`config.mk`:
```
export PLATFORM = sky130hd
export DESIGN_NAME = archie_kbd
export DESIGN_NICKNAME = d
export VERILOG_FILES = /design/src/rtl/archie_kbd.sv
export SDC_FILE = /design/constraint.sdc
export NUM_CORES = 1
export LEC_CHECK = 0
export ABC_AREA = 1
export BUFFER_PORTS_ARGS = -buffer_cell sky130_fd_sc_hd__buf_2
export CAP_MARGIN = 30
export CORE_MARGIN = 3
export CORE_UTILIZATION = 63
export CTS_BUF_LIST = sky130_fd_sc_hd__clkbuf_4
export DETAILED_ROUTE_END_ITERATION = 8
export PLACE_DENSITY = 0.83
export SETUP_SLACK_MARGIN = 0.4
export SYNTH_ARGS = -nofsm -noshare
export SYNTH_HDL_FRONTEND = slang
export SYNTH_SLANG_ARGS = --single-unit
export TNS_END_PERCENT = 100
```
`constraint.sdc`:
```
create_clock -name clkcpu -period 5.1 [get_ports clkcpu]
set_clock_uncertainty 0.15 [all_clocks]
set_input_delay 0.51 -clock clkcpu [delete_from_list [all_inputs] [get_ports clkcpu]]
set_output_delay 0.51 -clock clkcpu [all_outputs]
set_load 0.01 [all_outputs]
```
`src/rtl/archie_kbd.sv`:
```
// Archimedes keyboard microcontroller emulation: handshake, ID, LEDs, key and
// mouse packets with BACK/SACK/MACK/SMAK/NACK flow control toward the IOC.
module archie_kbd #(
  parameter int         FIFO_DEPTH = 4,
  parameter logic [7:0] KBD_ID     = 8'h81
) (
  input  logic              clkcpu,
  input  logic              rst_i,
  input  logic [7:0]        kbd_out_data,
  input  logic              kbd_out_strobe,
  output logic [7:0]        kbd_in_data,
  output logic              kbd_in_strobe,
  input  logic [7:0]        key_code,
  input  logic              key_down,
  input  logic              key_strobe,
  input  logic signed [7:0] mouse_dx,
  input  logic signed [7:0] mouse_dy,
  input  logic              mouse_strobe,
  output logic [2:0]        leds
);

  localparam int AW = $clog2(FIFO_DEPTH);
  localparam logic [AW:0] PTR_ONE = 1;

  typedef enum logic [2:0] {
    S_RST_TX, S_WAIT_RAK1, S_WAIT_RAK2, S_IDLE, S_WAIT_BACK, S_WAIT_ACK
  } state_t;

  function automatic logic signed [9:0] sat10(input logic signed [10:0] v);
    if (v > 11'sd511)       return 10'sd511;
    else if (v < -11'sd511) return -10'sd511;
    else                    return v[9:0];
  endfunction

  function automatic logic signed [6:0] clamp7(input logic signed [9:0] v);
    if (v > 10'sd63)       return 7'sd63;
    else if (v < -10'sd64) return 7'b100_0000;
    else                   return v[6:0];
  endfunction

  state_t             r_state, w_next_state;
  logic               r_in_strobe, w_tx;
  logic [7:0]         r_in_data, w_tx_data;
  logic [7:0]         r_second, w_second_nx;
  logic [2:0]         r_leds, w_leds_nx;
  logic               r_key_en, r_mouse_en, w_key_en_nx, w_mouse_en_nx;
  logic               w_pop, w_push, w_flush, w_mouse_sub;
  logic               w_launch_key, w_launch_mouse, w_is_ack;
  logic [8:0]         r_fifo [FIFO_DEPTH];
  logic [AW:0]        r_wr_ptr, r_rd_ptr;
  logic               w_empty, w_full;
  logic [8:0]         w_head;
  logic [7:0]         w_key_pfx;
  logic signed [9:0]  r_acc_x, r_acc_y;
  logic signed [6:0]  w_send_x, w_send_y;
  logic signed [10:0] w_sum_x, w_sum_y;

  assign kbd_in_data   = r_in_data;
  assign kbd_in_strobe = r_in_strobe;
  assign leds          = r_leds;

  assign w_empty   = (r_wr_ptr == r_rd_ptr);
  assign w_full    = (r_wr_ptr[AW] != r_rd_ptr[AW]) &&
                     (r_wr_ptr[AW-1:0] == r_rd_ptr[AW-1:0]);
  assign w_head    = r_fifo[r_rd_ptr[AW-1:0]];
  assign w_key_pfx = w_head[8] ? 8'hC0 : 8'hD0;
  assign w_is_ack  = (kbd_out_data[7:2] == 6'b0011_00);
  assign w_send_x  = clamp7(r_acc_x);
  assign w_send_y  = clamp7(r_acc_y);
  // A full FIFO still accepts a push when the head is leaving this cycle.
  assign w_push    = key_strobe && (!w_full || w_pop) && !w_flush;

  always_comb begin
    w_next_state   = r_state;
    w_tx           = 1'b0;
    w_tx_data      = 8'h00;
    w_second_nx    = r_second;
    w_leds_nx      = r_leds;
    w_key_en_nx    = r_key_en;
    w_mouse_en_nx  = r_mouse_en;
    w_pop          = 1'b0;
    w_flush        = 1'b0;
    w_mouse_sub    = 1'b0;
    w_launch_key   = 1'b0;
    w_launch_mouse = 1'b0;
    if (kbd_out_strobe && kbd_out_data == 8'hFF) begin
      w_flush       = 1'b1;
      w_key_en_nx   = 1'b0;
      w_mouse_en_nx = 1'b0;
      w_next_state  = S_RST_TX;
    end else begin
      case (r_state)
        S_RST_TX: begin
          w_tx         = 1'b1;
          w_tx_data    = 8'hFF;
          w_next_state = S_WAIT_RAK1;
        end
        S_WAIT_RAK1: if (kbd_out_strobe) begin
          if (kbd_out_data == 8'hFE) begin
            w_tx         = 1'b1;
            w_tx_data    = 8'hFE;
            w_next_state = S_WAIT_RAK2;
          end else w_next_state = S_RST_TX;
        end
        S_WAIT_RAK2: if (kbd_out_strobe) begin
          if (kbd_out_data == 8'hFD) begin
            w_tx          = 1'b1;
            w_tx_data     = 8'hFD;
            w_key_en_nx   = 1'b0;
            w_mouse_en_nx = 1'b0;
            w_next_state  = S_IDLE;
          end else w_next_state = S_RST_TX;
        end
        S_IDLE: begin
          if (kbd_out_strobe) begin
            if (kbd_out_data[7:3] == 5'b0) w_leds_nx = kbd_out_data[2:0];
            else if (w_is_ack) begin
              w_key_en_nx   = kbd_out_data[0];
              w_mouse_en_nx = kbd_out_data[1];
            end else if (kbd_out_data == 8'h20) begin
              w_tx      = 1'b1;
              w_tx_data = KBD_ID;
            end else if (kbd_out_data == 8'h22) w_launch_mouse = 1'b1;
          end else if (!r_in_strobe) begin
            // Keys win over mouse; never emit on back-to-back cycles.
            if (r_key_en && !w_empty) w_launch_key = 1'b1;
            else if (r_mouse_en && (r_acc_x != 10'sd0 || r_acc_y != 10'sd0))
              w_launch_mouse = 1'b1;
          end
        end
        S_WAIT_BACK: if (kbd_out_strobe) begin
          if (kbd_out_data == 8'h3F) begin
            w_tx         = 1'b1;
            w_tx_data    = r_second;
            w_next_state = S_WAIT_ACK;
          end else if (w_is_ack) begin
            w_key_en_nx   = kbd_out_data[0];
            w_mouse_en_nx = kbd_out_data[1];
            w_next_state  = S_IDLE;
          end
        end
        S_WAIT_ACK: if (kbd_out_strobe && w_is_ack) begin
          w_key_en_nx   = kbd_out_data[0];
          w_mouse_en_nx = kbd_out_data[1];
          w_next_state  = S_IDLE;
        end
        default: w_next_state = S_RST_TX;
      endcase
    end
    if (w_launch_key) begin
      w_pop         = 1'b1;
      w_tx          = 1'b1;
      w_tx_data     = w_key_pfx | {4'h0, w_head[7:4]};
      w_second_nx   = w_key_pfx | {4'h0, w_head[3:0]};
      w_key_en_nx   = 1'b0;
      w_mouse_en_nx = 1'b0;
      w_next_state  = S_WAIT_BACK;
    end
    if (w_launch_mouse) begin
      w_mouse_sub   = 1'b1;
      w_tx          = 1'b1;
      w_tx_data     = {1'b0, w_send_x};
      w_second_nx   = {1'b0, w_send_y};
      w_key_en_nx   = 1'b0;
      w_mouse_en_nx = 1'b0;
      w_next_state  = S_WAIT_BACK;
    end
  end

  // The sent amount and a coincident new delta fold into one update.
  always_comb begin
    w_sum_x = {r_acc_x[9], r_acc_x}
            - (w_mouse_sub  ? {{4{w_send_x[6]}}, w_send_x} : 11'd0)
            + (mouse_strobe ? {{3{mouse_dx[7]}}, mouse_dx} : 11'd0);
    w_sum_y = {r_acc_y[9], r_acc_y}
            - (w_mouse_sub  ? {{4{w_send_y[6]}}, w_send_y} : 11'd0)
            + (mouse_strobe ? {{3{mouse_dy[7]}}, mouse_dy} : 11'd0);
  end

  always_ff @(posedge clkcpu) begin
    if (rst_i) begin
      r_state     <= S_RST_TX;
      r_in_strobe <= 1'b0;
      r_in_data   <= 8'h00;
      r_leds      <= 3'b000;
      r_key_en    <= 1'b0;
      r_mouse_en  <= 1'b0;
      r_wr_ptr    <= '0;
      r_rd_ptr    <= '0;
      r_acc_x     <= '0;
      r_acc_y     <= '0;
    end else begin
      r_state     <= w_next_state;
      r_in_strobe <= w_tx;
      r_in_data   <= w_tx ? w_tx_data : r_in_data;
      r_leds      <= w_leds_nx;
      r_key_en    <= w_key_en_nx;
      r_mouse_en  <= w_mouse_en_nx;
      if (w_flush) begin
        r_wr_ptr <= '0;
        r_rd_ptr <= '0;
        r_acc_x  <= '0;
        r_acc_y  <= '0;
      end else begin
        if (w_push) r_wr_ptr <= r_wr_ptr + PTR_ONE;
        if (w_pop)  r_rd_ptr <= r_rd_ptr + PTR_ONE;
        r_acc_x <= sat10(w_sum_x);
        r_acc_y <= sat10(w_sum_y);
      end
    end
  end

  always_ff @(posedge clkcpu) begin
    r_second <= w_second_nx;
    if (w_push) r_fifo[r_wr_ptr[AW-1:0]] <= {key_down, key_code};
  end

endmodule

```
==> out/metrics.yaml <==
pwr:
  power_uw: 3530
  leakage_uw: 0.00339
  seq_power_share_pct: 27.7
  internal_power_uw: 1770
  ir_drop_v: 0.000300
  clockPowerShare_pct: 11.1
  power_density_nw_per_um2: 540
  swShare_pct: 49.8
  p_switching_uw: 1760
  p_comb_share_pct: 61.3
critical_path:
  critPathRequiredTime_ns: 5.36
  crit_arrival_ns: 4.32
  slowest_stage: "dfxtp_1"
  crit_type: "flip-flop to flip-flop"
  slowest_delay_ns: 0.45
  r2r_slack_ns: 1.04
  cp_top_family: "simple AND/OR/NAND/NOR gates"
  cp.buffers_inverters: 7
  critPathMostFrequentCell: "nand2_1"
  crit_fanout: 14
  cp-start-kind: "flip-flop"
  crit_path_end_kind: "flip-flop"
layout:
  drive_above_1_share_pct: 9.88
  final_common_cell: "nand2_1"
  finish.utilization_pct: 70.5
  final_nets: 961
  diodes: 0
  area_delta_synth_final_pct: 8.33
  final_cell_mix: "195 x nand2_1, 151 x inv_1, 118 x nor2_1"
timing:
  drv_slew: 0
  worst_pin_slew_ns: 0.943
  period_minus_slack_ns: 4.06
  worst_slew_margin_rel_pct: 36.9
  fin_setup_tns_ns: 0
  fmax_ghz: 0.246
  setup-violations-final: 0
  rsz0062_at_grt: "false"
  hold_viol: 0
  min_period_over_period_pct: 79.6
job:
  drv_cap: 0
placement:
  gp_congestion: 0.934
  portBuffers: 49
  dp_hpwl_mm: 10.5
clock_tree:
  clkSinkCount: 89
  worstSkewPairLatency_ns: 0.46
  post-cts-setup-buffers: 0
  cts_buffer_depth: 2
  htreeDepth: 3
  cts_tree: "yes"
  post_cts_resized: 0
  root_buffer: "clkbuf_4"
  cts_buffers: 9
  cts-hold-fix-buffers: 0
  path_clk_slew_ns: 0.17
yosys:
  yosys_warnings: 0
  synth_area_leaders: "edfxtp_1 21%, dfxtp_1 15%, nand2_1 12%"
  async_reset_ff_share_pct: 0
  synthDistinctLibCells: 43
  syn-num-nets: 912
  synth_area_um2: 6040
  synth_cells: 827
  synth_top_area_share_pct: 21.4
  syn_avg_cell_area_um2: 7.30
  synth_flop_cell: "dfxtp_1"
  synth-edff-count: 43
  yosysTopAreaCell: "edfxtp_1"
  synth_seq_cells: 89
  ys_seq_area_share_pct: 36.6
die:
  dieArea_um2: 10800
  fp.dieW_um: 104
  start_util_pct: 65.0
  chipHeight_um: 104
  rows: 35
  io_pins: 50
  core_area_um2: 9280
routing:
  vias: 5446
  wire_per_inst_um: 13.3
  antenna_left: 0
  drtPass1Iterations: 5
  wirelength_mm: 13.5
  vias_per_cell: 5.39
  drc_errors: 0
  drt-initial-drc-count: 487
global_routing:
  grt_use_total_pct: 25.1
  grt_pass1_vias: 5084
  grt_max_degree: 20
  grt_pass1_wl_mm: 22.5
  grt-ovfl-total: 0
  antenna_found_initial: 0
status:
  status: "finished clean"
worst_hold_path:
  hold_class: "primary input to flip-flop"
[final timing paths]
check,start,to,cells past startpoint
setup reg to reg,r_wr_ptr[0]$_SDFFE_PP0P_,r_acc_y[3]$_SDFF_PP0_,27
hold reg to reg,leds[1]$_SDFFE_PP0P_,leds[1]$_SDFFE_PP0P_,2
hold / removal,rst_i,kbd_in_strobe$_SDFF_PP0_,2
setup / recovery,r_wr_ptr[0]$_SDFFE_PP0P_,r_acc_y[3]$_SDFF_PP0_,27
[layout make-up]
class / count / area (um2)
clock inverter: 7 / 76.3
timing repair buffer: 49 / 245
tap: 129 / 161
inverter: 157 / 589
sequential: 89 / 2210
multi-input combinational: 570 / 3190
clock buffer: 9 / 67.6
fill: 793 / 2740
[cells in the mapped netlist, types with 2 or more instances]
master and n:
inv_1 151, a21oi_2 2, o22ai_1 7, nand2_2 3
dfxtp_1 46, nand2_4 3, nor2_4 2, nor2_1 118
or2_2 2, xnor2_1 7, o31ai_1 3, nand4_1 16
clkbuf_1 4, nand3_1 69, o21a_1 2, xor2_1 2
o21bai_1 2, buf_1 2, a21oi_1 31, o21ai_0 32
nor3_1 2, ha_1 27, nand2_1 195, a211oi_1 2
edfxtp_1 43, inv_2 5, buf_2 4, fa_1 20
nand3b_1 9, nand3_4 2, a21o_1 2
[sequential cells by signal (all words and copies together) (netlist names), named ones only]
signal,cells
r_key_en,1
r_second,8
r_mouse_en,1
r_rd_ptr,3
r_state,3
r_fifo,36
r_wr_ptr,3
kbd_in_strobe,1
kbd_in_data,8
leds,3
r_acc_y,10
r_acc_x,10
[worst reg2reg max path: stages (launching register included)]
cell and delay (ns):
dfxtp_1 0.45, xnor2_1 0.16, nand3_1 0.17, nand2_1 0.10, nand3_1 0.09, nand2_2 0.19
nand2_4 0.15, inv_2 0.15, nand2_1 0.09, inv_1 0.08, ha_1 0.23, inv_1 0.06
ha_1 0.22, inv_1 0.07, fa_1 0.41, inv_1 0.10, nand3_1 0.09, nand2_1 0.12
nand2_1 0.07, nand2_1 0.07, a21oi_1 0.08, inv_1 0.05, nand2_1 0.04, nand2_1 0.14
inv_1 0.06, nand2_1 0.20, nand3_1 0.12, nand2_1 0.10
[routing by layer]
| metal | routed length, um | vias up | global-route usage (%) |
|---|---|---|---|
| met5 | 0 | - | 0 |
| met4 | 175 | 0 | 5.89 |
| met3 | 834 | 20 | 5.40 |
| met2 | 6710 | 199 | 43.5 |
| met1 | 5740 | 2499 | 32.4 |
| li1 | - | 2728 | - |
[logic make-up (layout without fill, tap and decap cells)]
group	Yosys count	count (layout)	synth area share, %
AND/OR/NAND/NOR	425	425	30.8
buffers and inverters	168	222	10.5
AO/OA/AOI/OAI	89	89	8.50
flip-flops	89	89	36.6
adder cells (fa/ha/maj)	47	47	12.2
XOR/XNOR	9	9	1.31
[power groups by stage]
stage                     combinational, uW  clock (uW)  sequential [uW]
final                                  2160         392              977
after global placement                 2050           0              987
after floorplan                        1660           0              985
after detailed placement               2120           0              993
after CTS                              2140         400              975
after global routing                   2490         427              991
[stage by stage]
step                      std cells  worst slack [ns]  instance area (um2)  hold slack [ns]
after global placement          994             0.842                 6400            0.282
after CTS                      1010              1.06                 6540           0.0532
after floorplan                 827              1.33                 6040            0.291
final                          1010              1.04                 6540           0.0788
after detailed placement        994             0.738                 6400            0.288
after global routing           1010             0.559                 6540           0.0594
No activity file was read; power rests on OpenSTA's default activity.
